[src/rtl/rv_ctrl_pkg.sv]
// Shared types for the RV32I multi-cycle control path: state, instruction class and datapath
// select encodings. imm_gen imports imm_sel_e from here as well.
package rv_ctrl_pkg;

  localparam logic [6:0] OpcLui    = 7'b0110111;
  localparam logic [6:0] OpcAuipc  = 7'b0010111;
  localparam logic [6:0] OpcJal    = 7'b1101111;
  localparam logic [6:0] OpcJalr   = 7'b1100111;
  localparam logic [6:0] OpcBranch = 7'b1100011;
  localparam logic [6:0] OpcLoad   = 7'b0000011;
  localparam logic [6:0] OpcStore  = 7'b0100011;
  localparam logic [6:0] OpcOpImm  = 7'b0010011;
  localparam logic [6:0] OpcOp     = 7'b0110011;

  typedef enum logic [2:0] {
    ImmI = 3'b000,
    ImmS = 3'b001,
    ImmB = 3'b010,
    ImmU = 3'b011,
    ImmJ = 3'b100
  } imm_sel_e;

  typedef enum logic [2:0] {
    StFetch,
    StDecode,
    StExecute,
    StMemory,
    StWriteback,
    StTrap
  } state_e;

  typedef enum logic [3:0] {
    ClsNone,
    ClsLui,
    ClsAuipc,
    ClsJal,
    ClsJalr,
    ClsBranch,
    ClsLoad,
    ClsStore,
    ClsOpImm,
    ClsOp
  } iclass_e;

  typedef enum logic [1:0] {SrcARs1 = 2'd0, SrcAPc = 2'd1, SrcAZero = 2'd2} alu_src_a_e;
  typedef enum logic [1:0] {SrcBRs2 = 2'd0, SrcBImm = 2'd1, SrcBFour = 2'd2} alu_src_b_e;
  typedef enum logic [1:0] {AluAdd = 2'd0, AluSub = 2'd1, AluFunct = 2'd2} alu_op_e;
  typedef enum logic [1:0] {PcPlus4 = 2'd0, PcAlu = 2'd1, PcAluAlign = 2'd2} pc_src_e;
  typedef enum logic [1:0] {WbAlu = 2'd0, WbMem = 2'd1, WbPc = 2'd2} wb_sel_e;

  // ClsNone marks an opcode this core does not implement.
  function automatic iclass_e classify(input logic [6:0] opc);
    case (opc)
      OpcLui:    return ClsLui;
      OpcAuipc:  return ClsAuipc;
      OpcJal:    return ClsJal;
      OpcJalr:   return ClsJalr;
      OpcBranch: return ClsBranch;
      OpcLoad:   return ClsLoad;
      OpcStore:  return ClsStore;
      OpcOpImm:  return ClsOpImm;
      OpcOp:     return ClsOp;
      default:   return ClsNone;
    endcase
  endfunction

  function automatic imm_sel_e imm_of(input iclass_e cls);
    case (cls)
      ClsStore:           return ImmS;
      ClsBranch:          return ImmB;
      ClsLui, ClsAuipc:   return ImmU;
      ClsJal:             return ImmJ;
      default:            return ImmI;
    endcase
  endfunction

endpackage

[src/rtl/mem_timeout_cnt.sv]
// Counts stalled memory-request cycles and flags the cycle on which the wait would reach
// MEM_TIMEOUT; MEM_TIMEOUT = 0 disables the flag.
module mem_timeout_cnt #(
  parameter int unsigned MEM_TIMEOUT = 16
) (
  input  logic clk,
  input  logic rst,
  input  logic inc,
  input  logic clr,
  output logic expire
);

  localparam int unsigned CntW = (MEM_TIMEOUT > 0) ? $clog2(MEM_TIMEOUT + 1) : 1;
  localparam logic [CntW-1:0] Limit = CntW'(MEM_TIMEOUT);

  logic [CntW-1:0] cnt_q, cnt_d;

  always_comb begin
    cnt_d = cnt_q;
    if (clr) begin
      cnt_d = '0;
    end else if (inc && (cnt_q != Limit)) begin
      cnt_d = cnt_q + 1'b1;
    end
  end

  always_ff @(posedge clk or posedge rst) begin
    if (rst) begin
      cnt_q <= '0;
    end else begin
      cnt_q <= cnt_d;
    end
  end

  // Fires only on a stalled cycle, so mem_ready on the limit cycle always wins.
  assign expire = (MEM_TIMEOUT != 0) && inc && (cnt_q == Limit - 1'b1);

endmodule

[src/rtl/multicycle_ctrl.sv]
// Multi-cycle control FSM for the RV32I core: fetch, decode, execute, memory, writeback, with a
// sticky trap on unknown opcodes, bad branch funct3 or memory timeout.
module multicycle_ctrl
  import rv_ctrl_pkg::*;
#(
  parameter int unsigned MEM_TIMEOUT = 16
) (
  input  logic       clk,
  input  logic       rst,
  input  logic [6:0] opcode,
  input  logic [2:0] funct3,
  input  logic       funct7_5,
  input  logic       alu_zero,
  input  logic       mem_ready,
  output logic       mem_req,
  output logic       mem_we,
  output logic       mem_addr_sel,
  output logic       ir_we,
  output logic       pc_we,
  output logic [1:0] pc_src,
  output logic [2:0] imm_sel,
  output logic [1:0] alu_src_a,
  output logic [1:0] alu_src_b,
  output logic [1:0] alu_op,
  output logic       reg_we,
  output logic [1:0] wb_sel,
  output logic       illegal_instr
);

  state_e  state_q, state_d;
  iclass_e class_q, class_d;
  logic    br_take_q, br_take_d;
  logic    illegal_q;
  logic    stall, tmo_clr, expire;

  // funct7_5 only matters to the ALU function decoder downstream.
  logic unused_funct7_5;
  assign unused_funct7_5 = funct7_5;

  assign stall   = mem_req & ~mem_ready;
  assign tmo_clr = mem_ready | (state_d != state_q);

  mem_timeout_cnt #(
    .MEM_TIMEOUT(MEM_TIMEOUT)
  ) u_mem_timeout_cnt (
    .clk   (clk),
    .rst   (rst),
    .inc   (stall),
    .clr   (tmo_clr),
    .expire(expire)
  );

  always_comb begin
    state_d   = state_q;
    class_d   = class_q;
    br_take_d = br_take_q;
    unique case (state_q)
      StFetch: begin
        if (mem_ready) begin
          state_d = StDecode;
        end else if (expire) begin
          state_d = StTrap;
        end
      end
      StDecode: begin
        class_d   = classify(opcode);
        br_take_d = 1'b0;
        state_d   = (class_d == ClsNone) ? StTrap : StExecute;
      end
      StExecute: begin
        unique case (class_q)
          ClsOp, ClsOpImm, ClsLui, ClsAuipc: state_d = StWriteback;
          ClsLoad, ClsStore:                 state_d = StMemory;
          ClsJal, ClsJalr:                   state_d = StFetch;
          ClsBranch: begin
            if (br_take_q) begin
              br_take_d = 1'b0;
              state_d   = StFetch;
            end else if (funct3[2:1] == 2'b00) begin
              // BEQ takes on zero, BNE on non-zero; a taken branch spends one more
              // EXECUTE cycle computing the target.
              if (alu_zero ^ funct3[0]) begin
                br_take_d = 1'b1;
              end else begin
                state_d = StFetch;
              end
            end else begin
              state_d = StTrap;
            end
          end
          default: state_d = StTrap;
        endcase
      end
      StMemory: begin
        if (mem_ready) begin
          state_d = (class_q == ClsStore) ? StFetch : StWriteback;
        end else if (expire) begin
          state_d = StTrap;
        end
      end
      StWriteback: state_d = StFetch;
      StTrap:      state_d = StTrap;
      default:     state_d = StTrap;
    endcase
  end

  always_ff @(posedge clk or posedge rst) begin
    if (rst) begin
      state_q   <= StFetch;
      class_q   <= ClsNone;
      br_take_q <= 1'b0;
      illegal_q <= 1'b0;
    end else begin
      state_q   <= state_d;
      class_q   <= class_d;
      br_take_q <= br_take_d;
      illegal_q <= illegal_q | (state_d == StTrap);
    end
  end

  assign illegal_instr = illegal_q;

  // Outputs are forced idle while rst is high so an in-flight request drops immediately.
  always_comb begin
    mem_req      = 1'b0;
    mem_we       = 1'b0;
    mem_addr_sel = 1'b0;
    ir_we        = 1'b0;
    pc_we        = 1'b0;
    pc_src       = PcPlus4;
    imm_sel      = ImmI;
    alu_src_a    = SrcARs1;
    alu_src_b    = SrcBRs2;
    alu_op       = AluAdd;
    reg_we       = 1'b0;
    wb_sel       = WbAlu;
    if (!rst) begin
      unique case (state_q)
        StFetch: begin
          mem_req = 1'b1;
          ir_we   = mem_ready;
          pc_we   = mem_ready;
        end
        StExecute: begin
          imm_sel = imm_of(class_q);
          unique case (class_q)
            ClsOp: alu_op = AluFunct;
            ClsOpImm: begin
              alu_src_b = SrcBImm;
              alu_op    = AluFunct;
            end
            ClsLoad, ClsStore: alu_src_b = SrcBImm;
            ClsBranch: begin
              if (br_take_q) begin
                alu_src_a = SrcAPc;
                alu_src_b = SrcBImm;
                pc_we     = 1'b1;
                pc_src    = PcAlu;
              end else begin
                alu_op = AluSub;
              end
            end
            ClsJal, ClsJalr: begin
              alu_src_a = (class_q == ClsJal) ? SrcAPc : SrcARs1;
              alu_src_b = SrcBImm;
              pc_we     = 1'b1;
              pc_src    = (class_q == ClsJal) ? PcAlu : PcAluAlign;
              reg_we    = 1'b1;
              wb_sel    = WbPc;
            end
            ClsLui: begin
              alu_src_a = SrcAZero;
              alu_src_b = SrcBImm;
            end
            ClsAuipc: begin
              alu_src_a = SrcAPc;
              alu_src_b = SrcBImm;
            end
            default: ;
          endcase
        end
        StMemory: begin
          // Keep the address computation on the ALU for the whole access.
          mem_req      = 1'b1;
          mem_addr_sel = 1'b1;
          mem_we       = (class_q == ClsStore);
          imm_sel      = imm_of(class_q);
          alu_src_b    = SrcBImm;
        end
        StWriteback: begin
          reg_we = 1'b1;
          wb_sel = (class_q == ClsLoad) ? WbMem : WbAlu;
        end
        default: ;
      endcase
    end
  end

endmodule

[config.mk]
export PLATFORM = sky130hd
export DESIGN_NAME = multicycle_ctrl
export DESIGN_NICKNAME = d
export VERILOG_FILES = /design/src/rtl/rv_ctrl_pkg.sv /design/src/rtl/mem_timeout_cnt.sv /design/src/rtl/multicycle_ctrl.sv
export SDC_FILE = /design/constraint.sdc
export NUM_CORES = 1
export LEC_CHECK = 0
export BUFFER_PORTS_ARGS = -buffer_cell sky130_fd_sc_hd__buf_2
export CAP_MARGIN = 15
export CORE_ASPECT_RATIO = 0.6
export CORE_MARGIN = 8
export CORE_UTILIZATION = 57
export DETAILED_ROUTE_END_ITERATION = 10
export PLACE_DENSITY = 0.85
export SETUP_SLACK_MARGIN = 0.3
export SLEW_MARGIN = 20
export SYNTH_ARGS = -nofsm -noshare
export SYNTH_HDL_FRONTEND = slang
export SYNTH_SLANG_ARGS = --single-unit
[constraint.sdc]
create_clock -name clk -period 3.5 [get_ports clk]
set_input_delay 0.175 -clock clk [delete_from_list [all_inputs] [get_ports clk]]
set_output_delay 0.175 -clock clk [all_outputs]
set_load 0.03 [all_outputs]
Yosys cells after proc, flatten, opt, wreduce, memory -nomap -nowiden. Index checks and enable logic that the tools add are counted.

Logic and storage cells: 111. Register bits: 14. Input port bits: 15.

Reduce and logical (&&, ||, !) cells: 16. Muxes and demuxes: 57. Equal/unequal tests: 27. Bitwise logic cells: 5. Add/subtract/negate cells: 1.

Operator list (count): $pmux W4 S9 (1); $mux W3 (10); $pmux W3 S4 (2); $eq A7 B6 Y1 const B (3); $eq A7 B7 Y1 const B (3); $mux W1 (21); $mux W2 (9); $eq A4 B3 Y1 const B (4); $pmux W3 S5 (1); $eq A7 B5 Y1 const B (2); $pmux W1 S2 (6); $pmux W2 S2 (3); $reduce_or A2 Y1 (6); $mux W5 (2); $eq A4 B2 Y1 const B (2); $eq A4 B4 Y1 const B (2); $pmux W2 S4 (1); $eq A7 B2 Y1 const B (1); $reduce_or A7 Y1 (1); $eq A3 B2 Y1 const B (2); $eq A3 B3 Y1 const B (2); $add A5 B1 Y5 const B (1); $eq A5 B4 Y1 const B (1); $ne A5 B5 Y1 const B (1); other kinds (16) (19).

Longest topological paths before layout. Gate-level depths: netlist (run 1).

Word-level depth: 12. Mapped depth: 9. Gate-level depth less buffers: 9.

Modules after synthesis. Synthesis (run 1) repeated with hierarchy kept, for this count alone.

Cell total of the unflattened synthesis: 184. Area total of the unflattened synthesis: 1366.3 um2.

Modules (own cells, without submodules): multicycle_ctrl (area each 1062.3 um2, times used 1, cells each 153); mem_timeout_cnt (area each 304.0 um2, times used 1, cells each 31).

Least setup slack after synthesis (run 1). OpenSTA, ideal clock, no wires.

Kind: register to output. From: reg state_q[0]. To: out alu_src_a[0]. Cell stages (with the launch flop): 7. Arrival: 2.457 ns. Buffers on the path: 2. Data required time: 3.325 ns. Path slack: 0.868 ns. Cell sequence: dfrtp_1 buf_2 buf_4 or3_1 nor2_1 nor2_1 a211oi_1.

Cells in the longest elaborated chain, start to end: 3.

RTL lines: start, declared (line multicycle_ctrl.sv:30) `state_e state_q, state_d;`; start signal, assigned (line multicycle_ctrl.sv:109) `state_q <= StFetch;`; start signal, assigned (line multicycle_ctrl.sv:114) `state_q <= state_d;`; $eq A3 B2 Y1 (line multicycle_ctrl.sv:138) `unique case (state_q)`; $mux W2 (line multicycle_ctrl.sv:138); $mux W2 (line multicycle_ctrl.sv:137) `if (!rst) begin`; end, declared (line multicycle_ctrl.sv:22) `output logic [1:0] alu_src_a,`.

Every way passes these cells.

Final worst setup path (run 1).
From: reg state_q[2]. To: out alu_src_a[0].

Same word-level chain as after synthesis.

==> impl_metrics.py, run 1 <==
metrics = {
    "global_route": {
        "first_global_vias": 1466,
        "grt_usage_pct": 19.2,
        "grt_pass1_wl_um": 6680,
        "grt_max_degree": 29,
        "grt_remaining_overflow": 0,
        "antenna_found_initial": 0,
    },
    "logic_synthesis": {
        "ys_ff_latch": 14,
        "synth_top_cell_area_share_pct": 25.0,
        "synth_common_cells": "nor2_1 (19), dfrtp_1 (14), nand2_1 (12)",
        "ys.flop_type": "dfrtp_1",
        "yosysTopAreaCell": "dfrtp_1",
        "synth_area_leaders": "dfrtp_1 (25%), nor2_1 (5.1%), nor3_1 (3.9%)",
        "async_flop_share_pct": 100,
        "synth_edf_count": 0,
        "syn_nets": 199,
        "synthMostInstantiatedCell": "nor2_1",
        "synth.avg_cell_area_um2": 7.74,
        "netlist_area_um2": 1400,
        "synthCells": 181,
        "yosysWarningCount": 0,
        "yosysUniqueCellTypes": 54,
        "seq_area_frac_synth_pct": 25.0,
    },
    "setup_path": {
        "r2r_end": "u_mem_timeout_cnt.cnt_q[4]",
        "crit_top_cell": "nor2_1",
        "required_ns": 3.32,
        "crit_path_start_kind": "flop",
        "reg2reg_setup_slack_ns": 1.06,
        "critPathTopFamily": "simple AND/OR/NAND/NOR gates",
        "path_depth": 7,
        "cp.arrival_ns": 2.29,
        "r2r_start": "u_mem_timeout_cnt.cnt_q[0]",
        "critPathCaptureType": "primary output",
        "crit_buf_inv": 2,
        "crit_type": "flop to primary output",
        "path_cells": "inv_2 > nand2_2 > or3_1 > nor2_1 > nor2_1 > a211oi_1 > buf_2",
        "crit_fanout": 9,
        "critPathMaxStageDelay_ns": 0.51,
        "r2r_cells": 9,
        "crit_slowest_cell": "dfrtp_1",
    },
    "clock_tree": {
        "clk_path_buf_depth": 2,
        "cts_resized": 0,
        "cts_tree": "built",
        "htreeDepth": 1,
        "clk_pin_slew_ns": 0.06,
        "cts_setup_buffers": 0,
        "cts_sinks": 14,
        "ctsHoldBuffers": 0,
        "clkLatencyLatePin_ns": 0.25,
        "cts_root_buf": "clkbuf_8",
        "numCtsBuffers": 3,
    },
    "final_layout": {
        "utilization_pct": 65.8,
        "stdcell_area_um2": 1590,
        "syn2layout_area_growth_pct": 13.5,
        "antenna_cells": 0,
        "finalNetCount": 224,
        "drive_gt1_share_pct": 25.4,
    },
    "power_and_ir_drop": {
        "total_power_w": 0.000355,
        "powerDensity_nw_per_um2": 223,
        "pwr-share-seq_pct": 45.6,
        "ir_drop_mv": 0.168,
        "intPower_w": 0.000275,
        "switchingPower_w": 0.0000803,
        "p_sw_share_pct": 22.6,
        "p_clk_share_pct": 44.2,
        "p_leak_nw": 0.659,
        "combPwrFrac_pct": 10.3,
    },
    "floorplanning": {
        "die_h_um": 54.4,
        "rows": 14,
        "die_width_um": 80.0,
        "initial_utilization_pct": 58.0,
        "coreArea_um2": 2420,
        "io_pins": 35,
        "dieArea_um2": 4350,
    },
    "drt": {
        "route.detailed.drc": 0,
        "via_per_inst": 6.33,
        "drt_pass1_iterations": 4,
        "route.vias.total": 1500,
        "wirelength_um": 3920,
        "antenna_left": 0,
        "wire_per_inst_um": 16.5,
        "drt_iter0_drc": 255,
    },
    "sta": {
        "period_share_pct": 70.3,
        "fmax_ghz": 0.406,
        "grt_setup_unrepaired": "false",
        "setup_tns_ns": 0,
        "fin_crit_ns": 2.46,
        "drv_slew": 0,
        "skew_ns": 0.00377,
        "relSlewSlack_pct": 40.4,
        "finalSetupViolations": 0,
        "hold_viol_final": 0,
        "worstMarginPinSlew_ns": 0.894,
        "finalWorstSetupSlack_ns": 1.04,
    },
    "place": {
        "placed_cell_area_um2": 1540,
        "pre_cts_ws_ns": 1.13,
        "place.port_buffers": 32,
        "gp_congestion": 0.862,
        "dp.final_hpwl_um": 3030,
    },
    "run": {
        "cap_violations": 0,
    },
    "worst_hold_path": {
        "min-delay-path-class": "primary input to asynchronous set/reset pin",
    },
    "outcome": {
        "outcome": "completed",
    },
}
==> placed cells by master, fill, tap and decap left out, types with 2 or more instances in the layout <==
cell type,n
a31oi_1,4
o31ai_1,4
ha_1,3
dfrtp_1,14
o21ai_1,2
a21oi_1,7
nand2b_1,6
and2_1,2
buf_2,32
and3_1,3
or3_1,6
clkbuf_8,4
xnor2_1,3
inv_2,3
o21a_1,2
nor3b_1,5
nand3_1,3
nor2b_1,3
nand2_1,12
a211oi_1,2
o22ai_1,2
nor4_1,7
nor3_1,11
maj3_2,2
inv_1,7
nand3b_1,3
nand4_1,3
nand2_2,2
nor2_1,19
o21ai_0,6
==> layout make-up <==
type | count | area [um2]
fillers | 216 | 827
flip-flops and latches | 14 | 350
inverters | 10 | 37.5
repair buffers | 32 | 160
multi-input cells | 145 | 947
well taps | 32 | 40.0
clock buffers | 4 | 55.1
==> power groups by stage <==
stage          Clock, W  Sequential, W  Combinational, W
2_1_floorplan         0       0.000165         0.0000211
4_1_cts        0.000158       0.000162         0.0000363
5_1_grt        0.000169       0.000162         0.0000406
3_5_place_dp          0       0.000165         0.0000363
6_report       0.000157       0.000162         0.0000365
3_3_place_gp          0       0.000165         0.0000340
==> worst max path at each step <==
stage | start | to | slack [ns]
after global placement | state_q[0] | u_mem_timeout_cnt.cnt_q[4] | 1.27
final | state_q[2] | alu_src_a[0] | 1.04
after CTS | state_q[2] | alu_src_a[0] | 1.09
after floorplan | state_q[0] | alu_src_a[0] | 0.87
after global routing | state_q[0] | u_mem_timeout_cnt.cnt_q[4] | 0.92
after detailed placement | state_q[0] | u_mem_timeout_cnt.cnt_q[4] | 1.13
==> cells by family (layout without fill, tap and decap cells) <==
logic type      Yosys count  after routing  synth area share [%]
compound gates           41             41                  21.9
xor+xnor                  4              4                  2.50
fa+ha+maj                 5              5                  4.29
buf+inv                  22             46                  7.41
flops                    14             14                  25.0
mux                       2              2                  1.52
other cells               1              1                 0.268
simple gates             92             92                  37.1
==> through the flow <==
step                hold slack, ns  instances
floorplan                    0.272        181
global placement             0.348        233
detailed placement           0.370        233
CTS                          0.107        237
global route                 0.147        237
finish                      0.0887        237
==> flip-flops by register name, summed over array words and instances (netlist names) <==
signal and count:
class_q 4, br_take_q 1, u_mem_timeout_cnt.cnt_q 5, state_q 3
illegal_instr 1
==> routing by layer <==
layer,vias up,share of wire [%],track usage [%]
li1,711,-,-
met1,688,43,24.4
met2,94,45,31.9
met3,7,11,4.43
met4,0,1.1,7.19
met5,-,0,0
Note: power is estimated with default switching activity, not from simulation.
==> run 2, diff against run 1 <==
--- a/config.mk
+++ b/config.mk
@@ -5,13 +5,14 @@
 export SDC_FILE = /design/constraint.sdc
 export NUM_CORES = 1
 export LEC_CHECK = 0
+export ABC_AREA = 1
 export BUFFER_PORTS_ARGS = -buffer_cell sky130_fd_sc_hd__buf_2
 export CAP_MARGIN = 15
 export CORE_ASPECT_RATIO = 0.6
 export CORE_MARGIN = 8
-export CORE_UTILIZATION = 57
+export CORE_UTILIZATION = 48
 export DETAILED_ROUTE_END_ITERATION = 10
-export PLACE_DENSITY = 0.85
+export PLACE_DENSITY = 0.76
 export SETUP_SLACK_MARGIN = 0.3
 export SLEW_MARGIN = 20
 export SYNTH_ARGS = -nofsm -noshare
==> constraint.sdc (replaced) <==
create_clock -name clk -period 2 [get_ports clk]
set_input_delay 0.1 -clock clk [delete_from_list [all_inputs] [get_ports clk]]
set_output_delay 0.1 -clock clk [all_outputs]
set_load 0.03 [all_outputs]
==> run 2 against run 1 <==
First-iteration DRC count is 44% lower. Synthesized area is 4.0% lower. Sequential cell count stayed put. Core utilization is 2.8 points higher. Hold slack worse by 0.056 ns. Via count is 4.2% higher. Non-clock buffer count is 16 higher. Register-to-register slack worse by 0.86 ns. Sequential power is 150% higher. Routed wire length is 1.3% higher. Critical endpoint is now pc_we. Largest cell class unchanged. Highest routed layer unchanged.
==> impl_metrics.py, run 2 <==
metrics = {
    "outcome": {
        "outcome": "completed",
    },
    "global_route": {
        "first_global_vias": 1338,
        "grt.busiest_layer": "met1",
        "use_met3_pct": 4.55,
        "grt_pass1_wl_um": 6180,
        "grt_max_degree": 15,
        "use_met2_pct": 20.2,
        "grt_usage_pct": 15.0,
        "grt_remaining_overflow": 0,
        "antenna_found_initial": 0,
        "use_met1_pct": 22.6,
    },
    "place": {
        "dp.final_hpwl_um": 2880,
        "placed_cell_area_um2": 1560,
        "pre_cts_ws_ns": 0.180,
        "place.port_buffers": 32,
        "gp_congestion": 0.893,
    },
    "final_layout": {
        "drive_gt1_share_pct": 41.7,
        "syn2layout_area_growth_pct": 40.7,
        "stdcell_area_um2": 1890,
        "reg.largest.list": "u_mem_timeout_cnt.cnt_q (5), class_q (4), state_q (3)",
        "largest_reg_flops": 5,
        "utilization_pct": 68.6,
        "antenna_cells": 0,
        "top_register": "u_mem_timeout_cnt.cnt_q",
        "final_common_cell": "nand2_1",
        "final_cell_mix": "nand2_1 (32), nor2_1 (29), inv_1 (26), buf_4 (24), buf_2 (22)",
        "finalNetCount": 283,
    },
    "drt": {
        "wirelength_um": 3970,
        "route.detailed.drc": 0,
        "wire_per_inst_um": 13.3,
        "drt_iter0_drc": 142,
        "drt_pass1_iterations": 4,
        "via_per_inst": 5.24,
        "route.vias.total": 1563,
        "antenna_left": 0,
    },
    "clock_tree": {
        "htreeDepth": 1,
        "numCtsBuffers": 3,
        "cts_root_buf": "clkbuf_8",
        "clkLatencyLatePin_ns": 0.25,
        "clk_pin_slew_ns": 0.06,
        "ctsHoldBuffers": 0,
        "cts_tree": "built",
        "clk_path_buf_depth": 2,
        "cts_sinks": 14,
    },
    "logic_synthesis": {
        "synth_compound_area_share_pct": 12.0,
        "synth_fa_ha_area_share_pct": 2.79,
        "ys_ff_latch": 14,
        "synth.avg_cell_area_um2": 6.29,
        "ys.flop_type": "dfrtp_1",
        "synth_top_cell_area_share_pct": 26.0,
        "synth.area.mux_share_pct": 0,
        "synthCells": 214,
        "netlist_area_um2": 1350,
        "synthMostInstantiatedCell": "nand2_1",
        "async_flop_share_pct": 100,
        "syn_nets": 232,
        "synth_top_family_by_area": "simple AND/OR/NAND/NOR gates",
        "yosys.area_share.simple_pct": 44.8,
        "yosysTopAreaCell": "dfrtp_1",
        "synth_area_leaders": "dfrtp_1 (26%), nand2_1 (11%), nor2_1 (10%)",
        "synth_common_cells": "nand2_1 (39), nor2_1 (36), inv_1 (34)",
        "yosysUniqueCellTypes": 32,
        "synth_xor_area_share_pct": 1.95,
        "seq_area_frac_synth_pct": 26.0,
        "yosysWarningCount": 0,
        "synth_edf_count": 0,
    },
    "worst_hold_path": {
        "min-delay-path-class": "primary input to asynchronous set/reset pin",
    },
    "power_and_ir_drop": {
        "p_leak_nw": 0.961,
        "total_power_w": 0.00163,
        "ir_drop_mv": 0.603,
        "powerDensity_nw_per_um2": 859,
    },
    "sta": {
        "finalSetupViolations": 0,
        "hold_viol_final": 0,
        "grt_setup_unrepaired": "true",
        "skew_ns": 0.000903,
        "setup_tns_ns": 0,
        "fmax_ghz": 0.552,
        "period_share_pct": 90.6,
        "finalWorstSetupSlack_ns": 0.188,
        "fin_crit_ns": 1.81,
        "drv_slew": 0,
    },
    "floorplanning": {
        "coreArea_um2": 2760,
        "io_pins": 35,
        "rows": 15,
        "initial_utilization_pct": 48.8,
        "die_width_um": 84.3,
        "dieArea_um2": 4810,
        "die_h_um": 57.0,
    },
    "setup_path": {
        "crit_fanout": 5,
        "crit_type": "flop to primary output",
        "crit_path_start_kind": "flop",
        "cp.arrival_ns": 1.71,
        "reg2reg_setup_slack_ns": 0.20,
        "required_ns": 1.90,
        "critPathCaptureType": "primary output",
    },
    "run": {
        "cap_violations": 0,
    },
}
## run 2: cell types whose count changed after synthesis, sizes merged, moves of 5 or more
cell,before,now
nor2,19,40
nand2b,6,0
nor3b,5,0
buf,9,2
nand3,3,18
nand2,14,44
o21ai,8,15
inv,10,40
or3,6,0
## run 2: report_power, final
part           switching, W  total [W]  internal [W]
Clock              0.000110   0.000284      0.000175
Combinational      0.000605   0.000945      0.000340
Sequential        0.0000667   0.000397      0.000330
Total              0.000781    0.00163      0.000845
## run 2: per-layer routing
metal,part of all wire [%],wire (um),vias up
met2,38,1530,72
met3,8.4,334,4
met1,52,2080,699
met5,0,0,-
met4,0.73,29,0
li1,-,-,788
## run 2: layout make-up
type                       instances  area, um2
inverter                          40        155
sequential                        14        353
tap                               34       42.5
multi-input combinational        158        978
clock buffer                       4       55.1
timing repair buffer              48        309
fill                             221        866
## run 2: logic make-up (layout without fill, tap and decap cells)
group / after synthesis / count (layout)
AO/OA/AOI/OAI: 29 / 29
adder cells (fa/ha/maj): 3 / 3
flip-flops: 14 / 14
other: 1 / 1
buffers and inverters: 42 / 92
AND/OR/NAND/NOR: 122 / 122
XOR/XNOR: 3 / 3
## run 2: timing repair
| item | CTS | global route |
|---|---|---|
| setup endpoints to repair | 14 | 20 |
| gates resized for setup | 22 | 40 |
| buffers inserted | 5 | 9 |
| pin swaps | 3 | 12 |
## run 2: path summary, 6_finish.rpt
kind | startpoint | end | cells past startpoint
setup / recovery | class_q[2] | pc_we | 11
hold / removal | rst | u_mem_timeout_cnt.cnt_q[3] | 3
setup reg to reg | u_mem_timeout_cnt.cnt_q[0] | u_mem_timeout_cnt.cnt_q[3] | 12
hold reg to reg | illegal_instr | illegal_instr | 1
max in group asynchronous | rst | state_q[0] | 3
min in group clk | opcode[2] | class_q[3] | 4
## run 2: worst max-delay path, cell delays in order (launching register included)
cell and delay [ns]:
dfrtp_1 0.38, inv_2 0.10, nor2_4 0.17, nand2_4 0.08, inv_2 0.07, nand2_1 0.06
nand2_2 0.07, inv_2 0.06, a21oi_2 0.14, a21oi_1 0.05, nor2_1 0.10, buf_4 0.17
## run 2: per-stage QoR
stage                     hold slack, ns  instances
after floorplan                    0.202        214
after global placement             0.281        280
after detailed placement           0.288        280
after CTS                         0.0287        289
after global routing              0.0698        298
final                             0.0324        298
==> run 3, diff against run 2 <==
--- a/config.mk
+++ b/config.mk
@@ -5,7 +5,7 @@
 export SDC_FILE = /design/constraint.sdc
 export NUM_CORES = 1
 export LEC_CHECK = 0
-export ABC_AREA = 1
+export ABC_AREA = 0
 export BUFFER_PORTS_ARGS = -buffer_cell sky130_fd_sc_hd__buf_2
 export CAP_MARGIN = 15
 export CORE_ASPECT_RATIO = 0.6
@@ -13,6 +13,7 @@
 export CORE_UTILIZATION = 48
 export DETAILED_ROUTE_END_ITERATION = 10
 export PLACE_DENSITY = 0.76
+export REMOVE_ABC_BUFFERS = 1
 export SETUP_SLACK_MARGIN = 0.3
 export SLEW_MARGIN = 20
 export SYNTH_ARGS = -nofsm -noshare
==> run 3 against run 2 <==
The run now ends with setup timing left. First-iteration DRC count rose by 46%. Power decreased by 61%. Sequential cell count stayed put. Hold slack gained 0.0081 ns. Sequential share of layout area shrank 2.6 points. Die area up 3.2%. Routed wire length up 56%. Clock power down 1%. Setup slack worse by 0.48 ns. Fmax shrank 21%. Register-to-register slack got worse by 0.49 ns. Cell area up 18%. Critical endpoint is now u_mem_timeout_cnt.cnt_q[4]. Highest routed layer unchanged.
==> impl_metrics.py, run 3 (synthesis gave the netlist of run 1 again) <==
metrics = {
    "outcome": {
        "outcome": "finished with violations",
        "violations": "setup timing",
    },
    "place": {
        "placed_cell_area_um2": 1690,
        "place.port_buffers": 32,
        "gp_congestion": 0.944,
        "dp.final_hpwl_um": 2910,
        "dp.cells": 262,
    },
    "drt": {
        "route.vias.total": 1849,
        "drt_iter0_drc": 208,
        "via_per_inst": 6.47,
        "drt_pass1_iterations": 5,
        "wirelength_um": 6190,
        "route.detailed.drc": 0,
        "antenna_left": 0,
        "wire_per_inst_um": 21.6,
    },
    "setup_path": {
        "reg2reg_setup_slack_ns": -0.29,
        "crit_path_start_kind": "flop",
        "crit_buf_inv": 1,
        "path_cells": "ha_2 > and3_4 > ha_4 > nor2b_4 > buf_6 > o211a_1 > a31oi_2 > nand4_2 > o2bb2ai_4 > a2111oi_4",
        "cp.arrival_ns": 2.43,
        "critPathTopFamily": "compound AO/OA/AOI/OAI gates",
        "crit_type": "flop to flop",
        "critPathMaxStageDelay_ns": 0.39,
        "required_ns": 2.14,
        "critPathCaptureType": "flop",
        "crit_fanout": 2,
        "crit_slowest_cell": "dfrtp_1",
    },
    "global_route": {
        "use_met1_pct": 26.8,
        "antenna_found_initial": 0,
        "grt_usage_pct": 19.3,
        "first_global_vias": 1612,
        "use_met2_pct": 29.8,
        "grt_pass1_wl_um": 7890,
        "grt_remaining_overflow": 0,
        "grt_max_degree": 15,
        "use_met3_pct": 3.94,
        "grt.busiest_layer": "met2",
    },
    "floorplanning": {
        "die_width_um": 85.8,
        "coreArea_um2": 2830,
        "io_pins": 35,
        "initial_utilization_pct": 49.4,
        "rows": 15,
        "dieArea_um2": 4960,
        "die_h_um": 57.9,
    },
    "final_layout": {
        "stdcell_area_um2": 2230,
        "fillers": 177,
        "finalNetCount": 263,
        "final_cell_mix": "buf_4 (42), buf_2 (18), nor2_1 (15), nand2_1 (11), buf_6 (10)",
        "syn2layout_area_growth_pct": 59.5,
        "largest_reg_flops": 5,
        "final_common_cell": "buf_4",
        "fin_cells": 286,
        "reg.largest.list": "u_mem_timeout_cnt.cnt_q (5), class_q (4), state_q (3)",
        "antenna_cells": 0,
        "top_register": "u_mem_timeout_cnt.cnt_q",
        "drive_gt1_share_pct": 52.0,
    },
    "sta": {
        "period_share_pct": 115,
        "finalWorstSetupSlack_ns": -0.295,
        "hold_ws_ns": 0.0404,
        "grt_setup_unrepaired": "true",
        "fin_crit_ns": 2.29,
        "relSlewSlack_pct": 62.8,
        "finalSetupViolations": 8,
        "hold_viol_final": 0,
        "setup_tns_ns": -1.42,
        "drv_slew": 0,
        "worstMarginPinSlew_ns": 0.552,
        "fmax_ghz": 0.436,
        "skew_ns": 0.00305,
    },
    "clock_tree": {
        "clkLatencyLatePin_ns": 0.25,
        "ctsHoldBuffers": 0,
        "cts_sinks": 14,
        "cts_root_buf": "clkbuf_8",
        "numCtsBuffers": 3,
        "clk_path_buf_depth": 2,
        "clk_pin_slew_ns": 0.06,
        "htreeDepth": 1,
        "cts_tree": "built",
    },
    "power_and_ir_drop": {
        "p_leak_nw": 0.946,
        "total_power_w": 0.000640,
        "ir_drop_mv": 0.309,
        "powerDensity_nw_per_um2": 286,
    },
    "run": {
        "cap_violations": 0,
    },
    "worst_hold_path": {
        "min-delay-path-class": "primary input to asynchronous set/reset pin",
    },
}
-- run 3: final timing paths --
path / start / end / cells after the start
max: u_mem_timeout_cnt.cnt_q[1] / u_mem_timeout_cnt.cnt_q[4] / 10
min: rst / state_q[2] / 3
max reg2reg: u_mem_timeout_cnt.cnt_q[1] / u_mem_timeout_cnt.cnt_q[4] / 10
min reg2reg: illegal_instr / illegal_instr / 1
max in group asynchronous: rst / state_q[1] / 3
min in group clk: opcode[0] / class_q[0] / 3
-- run 3: layout make-up --
| type | instances | area (um2) | share of cell area (%) |
|---|---|---|---|
| Clock buffer | 4 | 55.1 | 2.46 |
| Inverter | 10 | 42.5 | 1.90 |
| Multi-Input combinational cell | 145 | 1190 | 53.2 |
| Sequential cell | 14 | 358 | 16.0 |
| Tap cell | 42 | 52.6 | 2.35 |
| Timing Repair Buffer | 71 | 538 | 24.1 |
-- run 3: where the power goes --
part | leakage (nW) | internal [W] | switching (W) | total [W]
sequential | 0.151 | 0.000283 | 0 | 0.000283
combinational | 0.766 | 0.0000281 | 0.0000487 | 0.0000768
clock | 0.0288 | 0.000174 | 0.000105 | 0.000280
-- run 3: metal layers --
| layer | vias to the layer above | part of all wire [%] |
|---|---|---|
| li1 | 786 | - |
| met1 | 872 | 40 |
| met2 | 159 | 44 |
| met3 | 32 | 12 |
| met4 | 0 | 4.2 |
| met5 | - | 0 |
-- run 3: what timing repair did --
| action | 4_1_cts | 5_1_grt |
|---|---|---|
| endpoints found under the setup margin | 22 | 25 |
| pin swaps | 10 | 12 |
| gates resized for setup | 48 | 31 |
| buffers inserted | 11 | 9 |
-- run 3: worst reg2reg max path: stages (launching register included) --
cell,delay (ns)
dfrtp_1,0.39
ha_2,0.19
and3_4,0.19
ha_4,0.15
nor2b_4,0.13
buf_6,0.12
o211a_1,0.12
a31oi_2,0.20
nand4_2,0.19
o2bb2ai_4,0.21
a2111oi_4,0.29
-- run 3: stage by stage --
step	setup slack, ns	util (%)
final	-0.295	78.9
after global routing	-0.351	78.9
after CTS	-0.106	71.3
after detailed placement	-0.219	59.6
after global placement	-0.148	59.6
after floorplan	-0.580	-
